**src/rtl/shared_bus_arbiter.sv**
```systemverilog
// Round-robin owner arbiter for the shared tristate data bus, with a one-cycle turnaround between owners.
// Optional grant timeout is compiled in when SHARED_BUS_ARB_TIMEOUT_EN is defined.
module shared_bus_arbiter #(
    parameter int unsigned N_REQ    = 4,
    parameter int unsigned MAX_HOLD = 8
) (
    input  logic                       clk,
    input  logic                       rst,
    input  logic [N_REQ-1:0]           req,
    output logic [N_REQ-1:0]           gnt,
    output logic [N_REQ-1:0]           bus_en,
    output logic [$clog2(N_REQ)-1:0]   owner,
    output logic                       busy,
    output logic                       preempt
);

    localparam int unsigned IDX_W = $clog2(N_REQ);

    if (N_REQ < 2 || MAX_HOLD < 2) begin : g_param_check
        $error("shared_bus_arbiter: N_REQ and MAX_HOLD must both be >= 2");
    end

    typedef enum logic [1:0] {
        IDLE  = 2'd0,
        GRANT = 2'd1,
        TURN  = 2'd2
    } state_t;

    state_t                 state;
    logic [IDX_W-1:0]       last;

    logic                   found;
    logic [IDX_W-1:0]       winner;
    logic [N_REQ-1:0]       win_oh;
    int unsigned            idx;

    // Rotating priority search: walk from last+1 downward in priority so the nearest set bit wins.
    always_comb begin
        found  = 1'b0;
        winner = '0;
        idx    = 0;
        for (int unsigned i = N_REQ; i > 0; i--) begin
            idx = (32'(last) + i) % N_REQ;
            if (req[IDX_W'(idx)]) begin
                found  = 1'b1;
                winner = IDX_W'(idx);
            end
        end
        win_oh = N_REQ'(1) << winner;
    end

`ifdef SHARED_BUS_ARB_TIMEOUT_EN
    localparam int unsigned HOLD_W = $clog2(MAX_HOLD);

    logic [HOLD_W-1:0]      hold_cnt;
    logic                   preempt_q;

    assign preempt = preempt_q;
`else
    assign preempt = 1'b0;
`endif

    always_ff @(posedge clk or posedge rst) begin
        if (rst) begin
            state     <= IDLE;
            gnt       <= '0;
            bus_en    <= '0;
            owner     <= '0;
            busy      <= 1'b0;
            last      <= IDX_W'(N_REQ - 1);
`ifdef SHARED_BUS_ARB_TIMEOUT_EN
            hold_cnt  <= '0;
            preempt_q <= 1'b0;
`endif
        end else begin
`ifdef SHARED_BUS_ARB_TIMEOUT_EN
            preempt_q <= 1'b0;
`endif
            case (state)
                IDLE, TURN: begin
                    if (found) begin
                        state  <= GRANT;
                        gnt    <= win_oh;
                        bus_en <= win_oh;
                        owner  <= winner;
                        last   <= winner;
                        busy   <= 1'b1;
`ifdef SHARED_BUS_ARB_TIMEOUT_EN
                        hold_cnt <= '0;
`endif
                    end else begin
                        state <= IDLE;
                    end
                end

                GRANT: begin
                    // Any exit from GRANT drops every enable for one turnaround cycle.
                    if (!req[owner]) begin
                        state  <= TURN;
                        gnt    <= '0;
                        bus_en <= '0;
                        owner  <= '0;
                        busy   <= 1'b0;
`ifdef SHARED_BUS_ARB_TIMEOUT_EN
                    end else if (hold_cnt == HOLD_W'(MAX_HOLD - 1)) begin
                        state     <= TURN;
                        gnt       <= '0;
                        bus_en    <= '0;
                        owner     <= '0;
                        busy      <= 1'b0;
                        preempt_q <= 1'b1;
                    end else begin
                        hold_cnt <= hold_cnt + HOLD_W'(1);
`endif
                    end
                end

                default: begin
                    state  <= IDLE;
                    gnt    <= '0;
                    bus_en <= '0;
                    owner  <= '0;
                    busy   <= 1'b0;
                end
            endcase
        end
    end

endmodule

```
**config.mk**
```make
export PLATFORM = sky130hd
export DESIGN_NAME = shared_bus_arbiter
export DESIGN_NICKNAME = d
export VERILOG_FILES = /design/src/rtl/shared_bus_arbiter.sv
export SDC_FILE = /design/constraint.sdc
export NUM_CORES = 1
export LEC_CHECK = 0
export ABC_AREA = 0
export CORE_MARGIN = 1
export CORE_UTILIZATION = 40
export CTS_BUF_LIST = sky130_fd_sc_hd__clkbuf_4 sky130_fd_sc_hd__clkbuf_8
export CTS_CLUSTER_SIZE = 30
export DETAILED_ROUTE_END_ITERATION = 6
export PLACE_DENSITY = 0.83
export SETUP_SLACK_MARGIN = 0.2
export SLEW_MARGIN = 20
export SYNTH_ARGS = -nofsm -noshare
export SYNTH_HDL_FRONTEND = slang
export SYNTH_SLANG_ARGS = --single-unit
```
**constraint.sdc**
```tcl
create_clock -name clk -period 3.4 [get_ports clk]
set_clock_uncertainty 0.1 [all_clocks]
set_input_delay 0.51 -clock clk [delete_from_list [all_inputs] [get_ports clk]]
set_output_delay 0.51 -clock clk [all_outputs]
set_load 0.005 [all_outputs]
```
==> flow_summary.yaml, run 1 <==
status:
  status: "finished, final reports clean"
yosys:
  syn_area_per_cell_um2: 10.54
  yosysSeqAreaShare_pct: 48.79
  synth_area_leaders: "dfrtp_1 (40%), dfstp_2 (9.2%), buf_4 (6.6%), a22o_1 (4.6%), mux4_2 (4.0%)"
  synthCells: 54
  synth_cell_types: 25
  yosysWarningCount: 0
  ys_ff_latch: 11
  syn_area_um2: 569.3
  synth_top_area_cell: "dfrtp_1"
  synth_top_area_share_pct: 39.56
  synthesis.nets: 60
setup_path:
  end_kind: "flop"
  critPathKind: "in2reg"
  worst-path-max-fanout: 7
  critPathLaunchType: "input port"
  required_ns: 3.45
  r2r_setup_slack_ns: 1.67
  cp.arrival_ns: 2.23
route:
  vias: 453
  drtAntennaViolNets: 0
  drt_first_iter_violations: 6
  drc: 0
  drt_wl_total_mm: 1.293
  dr.pass1.iters: 4
  via_per_inst: 5.393
  wl_per_cell_um: 15.39
sta:
  worst_slew_pin_slew_ns: 0.5380
  min_period_over_period_pct: 64.10
  hold_viol: 0
  maxSlewHeadroom_pct: 63.80
  postLayoutSetupSlackWorst_ns: 1.221
  tns_ns: 0
  slew_viol_final: 0
  rsz0062_at_grt: "false"
  setup_violations: 0
  fin_crit_ns: 2.179
  fmax_mhz: 458.8
grt:
  antenna_found_initial: 0
  grt_pass1_wl_mm: 1.863
  grt_pass1_vias: 402
  overflow: 0
  grt_usage_pct: 18.35
  grt_max_degree: 12
clocking:
  path_clk_slew_ns: 0.07
  htree_levels: 1
  cts.sinks: 11
  ctsHoldBuffers: 0
  cts_buffers: 3
  cts_buffer_depth: 2
  cts_root_buf: "clkbuf_4"
  insertion_delay_ns: 0.26
  cts_setup_buffers: 0
  cts_tree: "done"
  cts_resized: 0
floorplan:
  pin_count: 18
  core_area_um2: 1318
  die_w_um: 39.73
  start_util_pct: 43.21
  floorplan.die.height_um: 39.73
  row_count: 13
  die_area_um2: 1578
cells_and_area:
  drive_above_1_share_pct: 18.84
  area_delta_synth_final_pct: 30.11
  antennaDiodeCount: 0
  nets: 76
  final_cell_mix: "clkdlybuf4s50_1 (16), dfrtp_1 (9), nand2_1 (5)"
  final_common_cell: "clkdlybuf4s50_1"
placement:
  numPortBuffers: 16
  post-place-ws_ns: 0.9454
  gp_congestion: 0.7752
  hpwl_um: 991.6
pwr:
  p_leak_nw: 0.3271
  total_power_uw: 668.9
  p_per_area_nw_per_um2: 903.0
  ir_worst_vdd_uv: 425.1
min_path:
  holdCritPathClass: "reg2reg"
job:
  drv_cap: 0
-- path summary, 6_finish.rpt --
| path | startpoint | to | cells past startpoint |
|---|---|---|---|
| min reg2reg | state[1] | state[1] | 1 |
| max in group asynchronous | rst | last[1] | 2 |
| min | state[1] | state[1] | 1 |
| max | req[3] | bus_en[1] | 5 |
| min in group asynchronous | rst | bus_en[1] | 2 |
| max reg2reg | owner[0] | bus_en[1] | 3 |
-- registers in the layout, indices dropped and copies added (netlist names) --
signal	flops
owner	2
bus_en	4
state	2
last	2
busy	1
-- cell usage after synthesis --
cell,instances
nor2_1,3
inv_1,3
nor2b_1,1
a21boi_2,1
a22o_1,3
a21oi_1,2
o21ai_0,4
conb_1,1
mux4_2,1
nand3_1,1
a211o_1,1
nor3_1,2
a211oi_1,1
dfstp_2,2
dfrtp_1,9
o211ai_1,1
nor4_1,1
or2b_2,1
a22o_4,1
a21o_2,2
o22a_2,1
buf_4,5
nand2b_1,1
or2b_1,1
nand2_1,5
-- through the flow --
stage                     instances  hold slack, ns  util [%]  cell area [µm²]
after floorplan                  54          0.2610         -            569.3
after global placement           80          0.3385     53.94            710.7
after detailed placement         80          0.3349     53.94            710.7
after CTS                        84          0.3425     56.22            740.7
after global routing             84          0.4026     56.22            740.7
final                            84          0.3473     56.22            740.7
-- layer usage --
metal  global-route usage (%)  vias up  share of wire (%)
li1                         -      220                  -
met1                    25.54      221                 45
met2                    28.69       10                 51
met3                    1.705        2                3.4
met4                    7.759        0               0.46
met5                        0        -                  0
-- power by group --
group	total (mW)	switching (mW)	internal (mW)
Clock	0.0974	0.0441	0.0533
Combinational	0.319	0.132	0.187
Sequential	0.252	0.0516	0.201
Total	0.669	0.228	0.441
-- kinds of logic after synthesis --
family	Yosys count	synth area share [%]
AOI/OAI and AO/OA	17	23.96
DFF	11	48.79
and+or+nand+nor	16	14.07
other	1	0.6587
muxes	1	3.956
buffers and inverters	8	8.572
-- critical path: stages --
cell and delay [ns]:
clkdlybuf4s50_1 0.50, nor4_1 0.54, nor2_1 0.24, a21boi_2 0.22, a22o_1 0.22
-- final cells by class --
| class | count | area (µm²) |
|---|---|---|
| fillers | 110 | 576.8 |
| repair buffers | 16 | 160.2 |
| inverters | 3 | 11.26 |
| clock buffers | 4 | 30.03 |
| multi-input cells | 35 | 242.7 |
| flip-flops and latches | 11 | 277.8 |
| well taps | 15 | 18.77 |
(Power assumes the default switching activity.)
==> run 2, diff against run 1 <==
- PLACE_DENSITY: 0.83 -> 0.85
- clock period: 3.4 -> 1.95 ns (I/O delays scaled with it)
==> run 2 against run 1 <==
Final area grew 11%. Utilization grew 6.3 points. Sequential share of layout area shrank 3.8 points.
==> flow_summary.yaml, run 2 (synthesis gave the netlist of run 1 again) <==
setup_path:
  critPathLaunchType: "input port"
  cpPeakStageDelay_ns: 0.49
  critPathKind: "in2reg"
  cp_num_buf_inv: 1
  end_kind: "flop"
  cp.arrival_ns: 1.78
  slowest_stage: "mux4_2"
  required_ns: 2.02
  worst-path-max-fanout: 7
  cp_cell_sequence: "clkdlybuf4s50_1 -> mux4_2 -> a22o_4 -> a22o_1"
  cp_top_family: "compound AO/OA/AOI/OAI gates"
placement:
  numPortBuffers: 16
  hpwl_mm: 1.009
  placed_area_um2: 770.7
  gp_congestion: 0.8515
  post-place-ws_ns: -0.08531
route:
  drtAntennaViolNets: 0
  vias: 508
  via_per_inst: 5.462
  drt_first_iter_violations: 21
  dr.pass1.iters: 4
  wl_per_cell_um: 14.87
  drc: 0
  drt_wl_total_mm: 1.383
floorplan:
  start_util_pct: 43.21
  floorplan.die.height_um: 39.73
  row_count: 13
  die_w_um: 39.73
  core_area_um2: 1318
  die_area_um2: 1578
  pin_count: 18
sta:
  min_period_over_period_pct: 87.81
  hold_viol: 0
  rsz0062_at_grt: "false"
  postLayoutSetupSlackWorst_ns: 0.2377
  fmax_mhz: 584.0
  setup_violations: 0
  fin_crit_ns: 1.712
  slew_viol_final: 0
cells_and_area:
  fillers: 109
  drive_above_1_share_pct: 30.77
  area_delta_synth_final_pct: 44.62
  stdcell_area_um2: 823.3
  nets: 85
  seq_area_um2: 277.8
  regMostFlops: "bus_en"
  multi_input_area_um2: 252.7
  antennaDiodeCount: 0
  final_cell_mix: "clkdlybuf4s50_1 (14), dfrtp_1 (9), buf_4 (9)"
  final_common_cell: "clkdlybuf4s50_1"
  post-route-util_pct: 62.49
  largest_reg_flops: 4
clocking:
  insertion_delay_ns: 0.28
  cts_buffer_depth: 2
  htree_levels: 1
  cts_root_buf: "clkbuf_4"
  cts_tree: "done"
  cts_buffers: 3
  path_clk_slew_ns: 0.07
  cts.sinks: 11
  ctsHoldBuffers: 0
pwr:
  total_power_mw: 1.246
  p_leak_nw: 0.3899
  p_per_area_nw_per_um2: 1513
  ir_worst_vdd_uv: 741.5
grt:
  overflow: 0
  grt_pass1_vias: 457
  grt_max_degree: 12
  grt_usage_pct: 19.43
  antenna_found_initial: 0
  grt_pass1_wl_mm: 1.911
status:
  status: "finished, final reports clean"
job:
  drv_cap: 0
min_path:
  holdCritPathClass: "in2async"
[run 2: path summary, 6_finish.rpt]
check	from	end	slack (ns)	cells past startpoint
max	req[1]	bus_en[1]	0.24	4
min	rst	bus_en[2]	0.20	2
max reg2reg	owner[0]	bus_en[1]	0.25	3
min reg2reg	state[1]	state[1]	0.34	1
max in group asynchronous	rst	last[0]	1.21	2
min in group clk	state[1]	state[1]	0.34	1
[run 2: per-stage QoR]
stage / hold WS [ns] / setup TNS (ns) / std cells
4_1_cts: 0.2126 / 0 / 92
5_1_grt: 0.2689 / 0 / 93
3_5_place_dp: 0.3416 / -0.2607 / 88
6_report: 0.2033 / 0 / 93
3_3_place_gp: 0.3224 / -0.09296 / 88
2_1_floorplan: 0.04351 / 0 / 54
[run 2: cell type report]
| class | instances | area share [%] |
|---|---|---|
| inverter | 3 | 1.368 |
| multi-input combinational | 35 | 30.70 |
| sequential | 11 | 33.74 |
| timing repair buffer | 25 | 28.27 |
| tap | 15 | 2.280 |
| clock buffer | 4 | 3.647 |
[run 2: per-layer routing]
metal  part of all wire [%]  track usage (%)  wire length, µm  vias to the layer above
met5                      0                0                0                        -
met4                    3.8            12.93               53                        0
met3                    5.1            3.977               70                        5
met2                     52            31.97              716                       23
met1                     39            22.26              542                      246
li1                       -                -                -                      234
[run 2: where the power goes]
group | total, mW | internal, mW | switching, mW
clock | 0.177 | 0.0933 | 0.0833
combinational | 0.623 | 0.378 | 0.245
sequential | 0.446 | 0.350 | 0.0961
[run 2: repair_timing]
item	in CTS	in global routing
endpoints found under the setup margin	0	5
buffers inserted	0	1
resized for setup	0	4
